===== config.mk =====
export PLATFORM = sky130hd
export DESIGN_NAME = cosine_ctrl
export DESIGN_NICKNAME = d
export VERILOG_FILES = /design/src/rtl/cosine_ctrl.sv
export SDC_FILE = /design/constraint.sdc
export NUM_CORES = 1
export LEC_CHECK = 0
export ABC_AREA = 1
export BUFFER_PORTS_ARGS = -buffer_cell sky130_fd_sc_hd__buf_2
export CAP_MARGIN = 20
export CORE_UTILIZATION = 50
export DETAILED_ROUTE_END_ITERATION = 12
export PLACE_DENSITY_LB_ADDON = 0.1
export SLEW_MARGIN = 20
export SYNTH_ARGS = -nofsm -noshare
export SYNTH_HDL_FRONTEND = slang
export SYNTH_SLANG_ARGS = --single-unit
export TNS_END_PERCENT = 50

===== constraint.sdc =====
create_clock -name clk -period 1.33 [get_ports clk]
set_input_delay 0.133 -clock clk [delete_from_list [all_inputs] [get_ports clk]]
set_output_delay 0.133 -clock clk [all_outputs]
set_load 0.02 [all_outputs]

===== src/rtl/cosine_ctrl.sv =====
// Control FSM for the iterative Q8.8 Taylor-series cosine datapath.
// One Moore control word per clock; terminates on the threshold compare or the term limit.
module cosine_ctrl #(
    parameter int MAX_TERMS = 6
) (
    input  logic clk,
    input  logic rst,
    input  logic i_start,
    input  logic i_neg_flag,
    output logic o_ready,
    output logic o_busy,
    output logic o_init_0,
    output logic o_ld_x,
    output logic o_ld_y,
    output logic o_i_ans,
    output logic o_i_temp,
    output logic o_idff,
    output logic o_x_en,
    output logic o_rom_en,
    output logic o_ld_temp,
    output logic o_cnt_en,
    output logic o_ff_en,
    output logic o_y_en,
    output logic o_ans_en,
    output logic o_ld_ans,
    output logic o_ans_ready
);

    typedef enum logic [3:0] {
        S_IDLE  = 4'd0,
        S_LOAD  = 4'd1,
        S_MULX1 = 4'd2,
        S_MULR1 = 4'd3,
        S_MULX2 = 4'd4,
        S_MULR2 = 4'd5,
        S_CMP   = 4'd6,
        S_ACC   = 4'd7,
        S_DONE  = 4'd8
    } state_t;

    // tc holds the number of terms already accumulated, so the last ACC sees MAX_TERMS-1.
    localparam logic [2:0] TC_LAST = 3'(MAX_TERMS - 1);

    state_t      r_state;
    logic [16:0] r_ctrl;
    logic [2:0]  r_tc;

    // Control word order: ready, busy, init_0, ld_x, ld_y, i_ans, i_temp, idff,
    // x_en, rom_en, ld_temp, cnt_en, ff_en, y_en, ans_en, ld_ans, ans_ready.
    function automatic logic [16:0] ctrl_word(input state_t st);
        logic [16:0] w;
        case (st)
            S_IDLE:  w = 17'b1_0_0_0_0_0_0_0_0_0_0_0_0_0_0_0_0;
            S_LOAD:  w = 17'b0_1_1_1_1_1_1_1_0_0_0_0_0_0_0_0_0;
            S_MULX1: w = 17'b0_1_0_0_0_0_0_0_1_0_1_0_0_0_0_0_0;
            S_MULR1: w = 17'b0_1_0_0_0_0_0_0_0_1_1_1_0_0_0_0_0;
            S_MULX2: w = 17'b0_1_0_0_0_0_0_0_1_0_1_0_0_0_0_0_0;
            S_MULR2: w = 17'b0_1_0_0_0_0_0_0_0_1_1_1_1_0_0_0_0;
            S_CMP:   w = 17'b0_1_0_0_0_0_0_0_0_0_0_0_0_1_0_0_0;
            S_ACC:   w = 17'b0_1_0_0_0_0_0_0_0_0_0_0_0_0_1_1_0;
            S_DONE:  w = 17'b0_1_0_0_0_0_0_0_0_0_0_0_0_0_0_0_1;
            default: w = 17'b1_0_0_0_0_0_0_0_0_0_0_0_0_0_0_0_0;
        endcase
        return w;
    endfunction

    // State, term counter and the registered control word for the entered state.
    always_ff @(posedge clk or posedge rst) begin
        if (rst) begin
            r_state <= S_IDLE;
            r_ctrl  <= ctrl_word(S_IDLE);
            r_tc    <= 3'd0;
        end else begin
            case (r_state)
                S_IDLE: begin
                    if (i_start) begin
                        r_state <= S_LOAD;
                        r_ctrl  <= ctrl_word(S_LOAD);
                    end else begin
                        r_state <= S_IDLE;
                        r_ctrl  <= ctrl_word(S_IDLE);
                    end
                end
                S_LOAD: begin
                    r_tc    <= 3'd0;
                    r_state <= S_MULX1;
                    r_ctrl  <= ctrl_word(S_MULX1);
                end
                S_MULX1: begin
                    r_state <= S_MULR1;
                    r_ctrl  <= ctrl_word(S_MULR1);
                end
                S_MULR1: begin
                    r_state <= S_MULX2;
                    r_ctrl  <= ctrl_word(S_MULX2);
                end
                S_MULX2: begin
                    r_state <= S_MULR2;
                    r_ctrl  <= ctrl_word(S_MULR2);
                end
                S_MULR2: begin
                    r_state <= S_CMP;
                    r_ctrl  <= ctrl_word(S_CMP);
                end
                S_CMP: begin
                    // A term below the threshold is dropped rather than accumulated.
                    if (i_neg_flag) begin
                        r_state <= S_DONE;
                        r_ctrl  <= ctrl_word(S_DONE);
                    end else begin
                        r_state <= S_ACC;
                        r_ctrl  <= ctrl_word(S_ACC);
                    end
                end
                S_ACC: begin
                    r_tc <= r_tc + 3'd1;
                    if (r_tc == TC_LAST) begin
                        r_state <= S_DONE;
                        r_ctrl  <= ctrl_word(S_DONE);
                    end else begin
                        r_state <= S_MULX1;
                        r_ctrl  <= ctrl_word(S_MULX1);
                    end
                end
                S_DONE: begin
                    r_state <= S_IDLE;
                    r_ctrl  <= ctrl_word(S_IDLE);
                end
                default: begin
                    r_state <= S_IDLE;
                    r_ctrl  <= ctrl_word(S_IDLE);
                    r_tc    <= 3'd0;
                end
            endcase
        end
    end

    assign o_ready     = r_ctrl[16];
    assign o_busy      = r_ctrl[15];
    assign o_init_0    = r_ctrl[14];
    assign o_ld_x      = r_ctrl[13];
    assign o_ld_y      = r_ctrl[12];
    assign o_i_ans     = r_ctrl[11];
    assign o_i_temp    = r_ctrl[10];
    assign o_idff      = r_ctrl[9];
    assign o_x_en      = r_ctrl[8];
    assign o_rom_en    = r_ctrl[7];
    assign o_ld_temp   = r_ctrl[6];
    assign o_cnt_en    = r_ctrl[5];
    assign o_ff_en     = r_ctrl[4];
    assign o_y_en      = r_ctrl[3];
    assign o_ans_en    = r_ctrl[2];
    assign o_ld_ans    = r_ctrl[1];
    assign o_ans_ready = r_ctrl[0];

endmodule


======== Yosys cells after proc, flatten, opt, wreduce, memory -nomap -nowiden ========
Cells that the tools add are included.
word-level totals
  memories kept ........................... 0
  input port bits ......................... 4
  output and inout bits ................... 17
  latch bits .............................. 0
  RAM bits ................................ 0
  memory bits (read-only) ................. 0
  word-level logic and storage cells ...... 25
  register bits after elaboration ......... 24
operators by class
  bitwise gates (word level) .............. 0
  add/subtract/negate cells ............... 1
  order comparisons ....................... 0
  multipliers ............................. 0
  equal/unequal tests ..................... 9
  shift-type cells ........................ 0
  divide/modulo/power cells ............... 0
  mux-type cells .......................... 9
  reductions and logical operators ........ 3
operators with widths
  cell                                                                    number
  17-bit one-hot mux with 7 select lines                                  1
  4-bit one-hot mux with 8 select lines                                   1
  17-bit 2-to-1 mux                                                       1
  4-bit by 3-bit equality test with 1-bit output (second input constant)  4
  9-bit 2-to-1 mux                                                        1
  4-bit by 2-bit equality test with 1-bit output (second input constant)  2
  4-bit 2-to-1 mux                                                        2
  7-bit OR reduction                                                      1
  3-bit one-hot mux with 2 select lines                                   1
  4-bit by 1-bit equality test with 1-bit output (second input constant)  1
  4-bit equality test (second input constant)                             1
  4-bit logical NOT                                                       1
  3-bit by 1-bit adder with 3-bit output (second input constant)          1
  3-bit equality test (second input constant)                             1
  3-bit 2-to-1 mux                                                        1
  2-bit OR reduction                                                      1
  1-bit 2-to-1 mux                                                        1

======== Depth between registers and ports, before layout ========
Gate-level depths: netlist of run 1.
  depth in word-level cells ............... 3
  gate-level depth with buffers ........... 6
  gate-level depth less buffers ........... 5

======== Worst setup path before layout of run 1 ========
Ideal clock, no wire load.
  path kind ............................... flip-flop to flip-flop
  start point ............................. reg r_state[1]
  end point ............................... reg r_ctrl[15]
  required time ........................... 1210 ps
  stages on the path, launching flop included .. 6
  clock period less this slack ............ 972 ps
  path slack .............................. 358 ps
  library setup time ...................... 120 ps
  buffers on the path ..................... 1
  arrival time ............................ 852 ps
  cell sequence ........................... dfrtp_1 -> buf_4 -> nor2_1 -> nand2_1 -> o21ai_1 -> inv_1
between the ends
  word-level cells in the longest chain between the ends .. 3
  elaborated cells on any way between the ends .. 10
  those cells by class .................... 7 x eq/ne; 1 x mux; 2 x reduce/logical
RTL lines
  what                                                                                                              line  text
  from (decl)                                                                                                       44    state_t r_state;
  from (signal assigned)                                                                                            70    r_state <= S_IDLE;
  from (signal assigned)                                                                                            77    r_state <= S_LOAD;
  from (signal assigned)                                                                                            80    r_state <= S_IDLE;
  4-bit by 2-bit equality test with 1-bit output or 4-bit by 1-bit equality test with 1-bit output (tied branches)  74    case (r_state)
  2-bit OR reduction (no source line)                                                                               -
  17-bit one-hot mux with 7 select lines (*)                                                                        74
  to (signal assigned)                                                                                              71    r_ctrl <= ctrl_word(S_IDLE);
  to (signal assigned)                                                                                              78    r_ctrl <= ctrl_word(S_LOAD);
  to (signal assigned)                                                                                              81    r_ctrl <= ctrl_word(S_IDLE);
  to (decl)                                                                                                         45    logic [16:0] r_ctrl;
Mark *: on every way between the ends. The rest lies on a longest branch, timed or not.
A chain may end at the register's enable or synchronous reset.

======== Worst setup path in the final report of run 1 ========
  start point ............................. reg r_state[1]
  end point ............................... reg r_tc[1]
between the ends
  word-level cells in the longest chain between the ends .. 3
  elaborated cells on any way between the ends .. 10
  those cells by class .................... 7 x eq/ne; 1 x mux; 2 x reduce/logical
RTL lines
  what                                                                    line  text
  4-bit by 3-bit equality test with 1-bit output (tied with other cells)  74
  7-bit OR reduction (no source line)                                     -
  3-bit one-hot mux with 2 select lines                                   74
  to (signal assigned)                                                    116   r_tc <= r_tc + 3'd1;
  to (decl)                                                               46    logic [2:0] r_tc;
Several ways; a longest one is shown, not always the timed one.

==> results of run 1 <==
==> layer usage <==
metal / global-route usage / wire length (microns)
met1: 0.210 / 599
met2: 0.233 / 613
met3: 0.0383 / 58
met4: 0.0938 / 25
met5: 0 / 0
==> kinds of logic (layout without fill, tap and decap cells) <==
kind of cell / Yosys count / in the layout / share of synthesized area
AO/OA/AOI/OAI: 3 / 3 / 0.0181
buffers and inverters: 22 / 40 / 0.136
XOR/XNOR: 1 / 1 / 0.0106
flip-flops: 17 / 17 / 0.516
AND/OR/NAND/NOR: 42 / 42 / 0.289
adder cells (fa/ha/maj): 2 / 2 / 0.0303
==> per-stage QoR <==
stage	setup slack (ns)	cells	instance area (sq um)	hold slack, ns
after detailed placement	0.213	116	895	0.151
final	0.187	121	931	0.0460
after global placement	0.202	116	895	0.150
after floorplan	0.358	87	827	0.0583
after global routing	0.0780	121	931	0.0519
after CTS	0.184	121	931	0.0370
==> layout make-up <==
| type | count | area share |
|---|---|---|
| inverters | 14 | 0.0565 |
| well taps | 16 | 0.0215 |
| repair buffers | 22 | 0.126 |
| flip-flops and latches | 17 | 0.458 |
| clock buffers | 4 | 0.0282 |
| multi-input cells | 48 | 0.309 |
==> cell usage after synthesis <==
library cell	number
nand3_1	7
nand3_2	3
nand2_1	19
ha_1	2
o21ai_1	1
o21ai_0	2
buf_4	8
nor2_2	2
nor2_4	4
inv_1	12
inv_2	2
nand2_2	1
xor2_1	1
dfrtp_1	16
nand2_4	1
dfstp_2	1
nor2_1	4
nand4_2	1
==> worst min path at each step <==
stage | slack (ns) | from | to
2_1_floorplan | 0.06 | rst | r_ctrl[0]
3_3_place_gp | 0.15 | rst | r_ctrl[7]
3_5_place_dp | 0.15 | rst | r_ctrl[7]
4_1_cts | 0.04 | i_start | r_ctrl[16]
5_1_grt | 0.05 | i_start | r_ctrl[16]
6_report | 0.05 | i_start | r_ctrl[16]
==> sequential cells by signal, summed over array words and instances, names as in the netlist <==
signal / cells
r_state: 4
r_tc: 3
r_ctrl: 10
==> worst reg2reg max path: stages, from the launching register on <==
cell and delay [ns]:
dfrtp_1 0.52, nand2_1 0.16, nand3_1 0.09, nand3_1 0.13
nand2_1 0.09, nand2_1 0.05
==> report_power, final <==
part | switching [W] | internal, W
logic | 0.000649 | 0.000320
registers | 0.000138 | 0.000686
clock network | 0.000157 | 0.000117
==> timing repair <==
action / in CTS / in global routing
endpoints found under the setup margin: 0 / 0
gates resized for setup: 0 / 0
hold buffers: 1 / 0
hold endpoints to repair: 16 / 0
==> cells in the final DEF, fill, tap and decap left out, types with 2 or more instances in the layout <==
| cell | count |
|---|---|
| ha_1 | 2 |
| buf_2 | 20 |
| nand3_2 | 3 |
| nand2_1 | 19 |
| o21ai_0 | 2 |
| nor2_1 | 4 |
| nor2_2 | 2 |
| dfrtp_1 | 16 |
| nor2_4 | 4 |
| inv_2 | 2 |
| inv_1 | 12 |
| clkbuf_4 | 3 |
| nand3_1 | 7 |
==> results by group, run 1 <==
Clock tree
  – Post-CTS Setup Bufs: 0
  – Clock tree buffer depth: 2
  – Cts bufs inserted: 3
  – CTS H-tree depth: 1
  – Clock Sinks: 17
  – CTS clk-pin slew, worst paths: ~0.10 ns
  – CTS tree: done
  – Root buffer cell: clkbuf_4
  – Worst-skew pair later-pin latency: slightly below 0.3 ns

Critical path
  – CP max FO: 8
  – Slowest cell on the critical path: dfrtp_1
  – Worst reg-to-reg setup slack: ~0.19 ns
  – Worst flop-to-flop path endpoint: r_tc[1]
  – CP bufs+invs: 0
  – CP Launch Type: flip-flop
  – Largest stage delay on the critical path: 0.52 ns
  – CP most frequent cell: nand2_1
  – Worst-path cell chain: nand2_1, nand3_1, nand3_1, nand2_1, nand2_1
  – R2R Path Start: r_state[1]
  – CP Class: flip-flop to flip-flop
  – Worst EP arrival: approximately 1.3 ns
  – Worst Path Required: roughly 1.5 ns
  – FF-to-FF path depth: 5
  – Family with the most delay on the worst path: flip-flops
  – Crit. End Element: flip-flop
  – Worst setup path end: r_tc[1]
  – Stages on worst setup path: 5
  – CP Launch Point: r_state[1]

Flow run
  – Max cap viols: 0

Worst hold path
  – Worst Hold Depth: 2
  – HP Class: input port to flip-flop

Floorplanning
  – Die area: between 0.0015 and 0.002 sq mm
  – Initial Util: 0.543
  – Io pins: 21
  – Die width: about 43 microns
  – Die height: 42.7 microns
  – Placeable Area: 0.00152 sq mm
  – Rows: 14

Synthesis
  – Syn Area/Cell: between 9 and 10 sq um
  – Netlist cell types: 18
  – Post-synthesis sequential area ratio: 0.516
  – Ys Warns: 0
  – Yosys top cell area share: 0.484
  – Synth area leader: dfrtp_1
  – Post-Syn Area: between 800 and 900 sq um
  – Syn_nets: a little over 90
  – Yosys reg bits: 17
  – Synth area leaders: dfrtp_1 (48%), nand2_1 (8.6%), buf_4 (7.3%), inv_1 (5.4%), nor2_4 (5.4%)
  – Syn Inst Count: a little under 90

Timing
  – Max-slew headroom: 0.806
  – Setup TNS Final: 0 ns
  – Finish-stage setup viols: 0
  – Setup Skew: 0.00432 ns
  – Max Clk Rate: between 800 and 900 MHz
  – Post-layout min period: 1.14 ns
  – Final Cycle Share: 0.859
  – RSZ-0062 raised after global routing: no
  – Hold Violations, Final: 0
  – Worst Max-Slew Pin Slew: between 0.2 and 0.3 ns
  – Fin. max-slew vios: 0

Route
  – Post-route DRC: 0
  – Initial DRC count: 10
  – Antenna Violating Nets Remaining: 0
  – Drt pass-1 iters: 4
  – Final WL: ~1.3 mm
  – Routed WL per cell: between 10 and 15 microns
  – Via count: between 500 and 600
  – Vias per inst: 4.71

Power
  – Max VDD drop: approximately 1200 uV
  – Lkg Pwr: roughly 0.56 nW
  – Total power: roughly 0.0021 W
  – PD cells: about 2200 mW/mm^2

Global routing
  – GRT overflow: 0
  – GRT Total Usage: 0.158
  – Initial antenna violation count: 0
  – Largest net degree at the start of global routing: 18
  – Global-route wire length before repair: approximately 2 mm
  – Vias in the first global route: approximately 450

Final layout
  – Antenna Cells: 0
  – Sequential cell area: around 430 sq um
  – Share of cells above drive strength 1: 0.371
  – Footprint of the multi-input gates: ~290 sq um
  – Final core utilization: 0.611
  – Synthesis-to-finish area growth: 12.6%
  – # fillers: 129
  – Nets: 112

Status
  – Status: finished, final reports clean

Placed design
  – Routability cong.: 0.844
  – Port Buffers: 20
  – HPWL after detailed placement: slightly below 1 mm
No activity file was read; power rests on OpenSTA's default activity.
==> inputs of run 2 (changes only) <==
--- a/config.mk
+++ b/config.mk
@@ -8,7 +8,7 @@
 export ABC_AREA = 1
 export BUFFER_PORTS_ARGS = -buffer_cell sky130_fd_sc_hd__buf_2
 export CAP_MARGIN = 20
-export CORE_UTILIZATION = 50
+export CORE_UTILIZATION = 45
 export DETAILED_ROUTE_END_ITERATION = 12
 export PLACE_DENSITY_LB_ADDON = 0.1
 export SLEW_MARGIN = 20
==> constraint.sdc (replaced) <==
create_clock -name clk -period 1.02 [get_ports clk]
set_input_delay 0.102 -clock clk [delete_from_list [all_inputs] [get_ports clk]]
set_output_delay 0.102 -clock clk [all_outputs]
set_load 0.02 [all_outputs]
==> run 2 against run 1 <==
  * Critical path type unchanged
  * The flow now finishes with violations (negative setup slack)
  * Non-clock buffer count increased by 8
  * Sequential share of layout area decreased by 5.5 points
  * Largest cell class unchanged
  * Sequential power increased by 35%
  * Highest routed layer unchanged
==> results by group, run 2 (synthesis gave the netlist of run 1 again) <==
Timing
  – Finish-stage setup viols: 6 (was 0)
  – Worst hold slack: 0.0893 ns (was 0.0460 ns)
  – Worst Max-Slew Pin Slew: 0.223 ns (was 0.291 ns)
  – Setup Skew: 0.00577 ns (was 0.00432 ns)
  – Fin. max-slew vios: 0 (unchanged)
  – Max-slew headroom: 0.851 (was 0.806)
  – Final WS setup: -0.0179 ns (was 0.187 ns)
  – Post-layout min period: 1.04 ns (was 1.14 ns)
  – RSZ-0062 raised after global routing: yes (was no)
  – Final Cycle Share: 1.02 (was 0.859)
  – Hold Violations, Final: 0 (unchanged)
  – Max Clk Rate: 963 MHz (was 875 MHz)

Clock tree
  – CTS H-tree depth: 1 (unchanged)
  – Root buffer cell: clkbuf_4 (unchanged)
  – CTS tree: done (unchanged)
  – Clock tree buffer depth: 2 (unchanged)
  – Worst-skew pair later-pin latency: 0.29 ns (about the same)
  – CTS clk-pin slew, worst paths: 0.10 ns (about the same)
  – Clock Sinks: 17 (unchanged)
  – Cts bufs inserted: 3 (unchanged)

Global routing
  – Largest net degree at the start of global routing: 18 (unchanged)
  – GRT Total Usage: 0.161 (was 0.158)
  – Global-route wire length before repair: 2.17 mm (was 2.02 mm)
  – Initial antenna violation count: 0 (unchanged)
  – GRT overflow: 0 (unchanged)
  – Vias in the first global route: 533 (was 452)

Final layout
  – Most frequent cells in the layout: buf_2 (19), nand2_1 (16), dfrtp_1 (12) (was buf_2 (20), nand2_1 (19), dfrtp_1 (16))
  – Largest regs: r_ctrl x10, r_state x4, r_tc x3 (unchanged)
  – Sequential cell area: 432 sq um (was 427 sq um)
  – # fillers: 152 (was 129)
  – Synthesis-to-finish area growth: 29.5% (was 12.6%)
  – Footprint of the multi-input gates: 329 sq um (was 288 sq um)
  – Max reg flops: 10 (unchanged)
  – Layout Cells excl Fill: 138 (was 121)
  – Nets: 120 (was 112)
  – Share of cells above drive strength 1: 0.522 (was 0.371)
  – Most common cell after layout, fill and taps aside: buf_2 (unchanged)
  – Most flop-heavy register: r_ctrl (unchanged)
  – Final core utilization: 0.620 (was 0.611)
  – Antenna Cells: 0 (unchanged)

Power
  – Total power: 0.00315 W (was 0.00207 W)
  – Max VDD drop: 1240 uV (was 1190 uV)
  – Switching Share: 0.448 (was 0.457)
  – Logic pwr share: 0.533 (was 0.469)
  – Lkg Pwr: 0.598 nW (was 0.555 nW)
  – PD cells: 2940 mW/mm^2 (was 2220 mW/mm^2)
  – Int Pwr: 0.00174 W (was 0.00112 W)
  – P_sw: 0.00141 W (was 0.000944 W)
  – Sequential share of power: 0.353 (was 0.398)
  – Clock Power Share: 0.114 (was 0.133)

Route
  – Initial DRC count: 15 (was 10)
  – Antenna Violating Nets Remaining: 0 (unchanged)
  – Via count: 623 (was 570)
  – Final WL: 1.56 mm (was 1.30 mm)
  – Highest metal used: met4 (unchanged)
  – Met1 WL: 652 microns (was 599 microns)
  – WL met3: 70 microns (was 58 microns)
  – Met2 wire length: 828 microns (was 613 microns)
  – Drt pass-1 iters: 4 (unchanged)
  – Vias per inst: 4.51 (was 4.71)
  – Post-route DRC: 0 (unchanged)
  – Routed WL per cell: 11.3 microns (was 10.7 microns)

Floorplanning
  – Initial Util: 0.479 (was 0.543)
  – Placeable Area: 0.00173 sq mm (was 0.00152 sq mm)
  – Die height: 44.9 microns (was 42.7 microns)
  – Rows: 15 (was 14)
  – Io pins: 21 (unchanged)
  – Die width: 44.9 microns (was 42.7 microns)
  – Die area: 0.00201 sq mm (was 0.00182 sq mm)

Placed design
  – HPWL after detailed placement: 1.01 mm (was 967 microns)
  – Placed insts: 127 (was 116)
  – Port Buffers: 20 (unchanged)
  – Routability cong.: 0.799 (was 0.844)

Worst hold path
  – HP Class: input port to flip-flop (unchanged)
  – Worst Hold Depth: 3 (was 2)

Critical path
  – Slowest cell on the critical path: dfrtp_2 (was dfrtp_1)
  – Stages on worst setup path: 4 (was 5)
  – Worst-path cell chain: nor2_4, nand2_2, o21ai_2, inv_1 (was nand2_1, nand3_1, nand3_1, nand2_1, nand2_1)
  – Worst Path Required: 1.21 ns (was 1.52 ns)
  – CP Class: flip-flop to flip-flop (unchanged)
  – Crit. End Element: flip-flop (unchanged)
  – Largest stage delay on the critical path: 0.48 ns (was 0.52 ns)
  – Worst EP arrival: 1.23 ns (was 1.33 ns)
  – CP Launch Type: flip-flop (unchanged)
  – CP bufs+invs: 1 (was 0)
  – FF-to-FF path depth: 4 (was 5)
  – Family with the most delay on the worst path: flip-flops (unchanged)
  – CP max FO: 5 (was 8)

Status
  – Status: finished, violations left (was finished, final reports clean)
  – Failing checks: negative setup slack

Flow run
  – Max cap viols: 0 (unchanged)
==> run 2: cell types whose count changed in the layout (fill, tap and decap cells not counted), moves of 3 or more <==
cell,before,now
nor2_4,4,7
buf_4,1,5
nand2_2,1,4
dfrtp_2,0,4
dfrtp_1,16,12
buf_6,0,4
nand2_1,19,16
==> run 2: power by group through the flow <==
stage	Sequential [W]	Clock, W	Combinational (W)
final	0.00111	0.000358	0.00168
after global routing	0.00114	0.000402	0.00182
after CTS	0.00108	0.000375	0.00143
after detailed placement	0.00106	0	0.00134
after global placement	0.00106	0	0.00134
after floorplan	0.00120	0	0.000945
==> run 2: worst paths after layout <==
check                           startpoint    endpoint  slack, ns
min in group asynchronous              rst   r_ctrl[4]       0.36
worst max-delay path            r_state[0]  r_ctrl[15]      -0.02
max in group asynchronous              rst  r_ctrl[16]       0.41
worst min-delay path            i_neg_flag  r_state[3]       0.09
worst min register to register     r_tc[1]     r_tc[1]       0.52
worst max register to register  r_state[0]  r_ctrl[15]      -0.02
==> run 2: repair_timing <==
item / 4_1_cts / 5_1_grt
pin swaps: 1 / 6
endpoints found under the hold margin: 17 / 0
hold buffers: 2 / 0
buffers inserted: 2 / 3
cloned: 0 / 0
gates resized for setup: 9 / 15
endpoints found under the setup margin: 11 / 19
==> run 2: through the flow <==
step / cell area (sq um) / TNS, ns / setup WS, ns
CTS: 1000 / -0.0475 / -0.0232
detailed placement: 921 / -0.404 / -0.0696
global route: 1070 / -0.673 / -0.0684
floorplan: 827 / 0 / 0.0479
finish: 1070 / -0.0792 / -0.0179
global placement: 921 / -0.280 / -0.0570
==> run 2: cell type report <==
type / count / share of cell area
multi-input cells: 48 / 0.307
flip-flops and latches: 17 / 0.403
clock buffers: 4 / 0.0245
well taps: 25 / 0.0292
repair buffers: 30 / 0.185
inverters: 14 / 0.0514
==> run 2: worst register-to-register path: stages, from the launching register on <==
cell     delay, ns
dfrtp_2       0.48
nor2_4        0.15
nand2_2       0.09
o21ai_2       0.17
inv_1         0.05
==> run 2: layer usage <==
metal / track usage / up-vias
li1: - / 311
met1: 0.173 / 288
met2: 0.279 / 22
met3: 0.0480 / 2
met4: 0.0909 / 0
met5: 0 / -
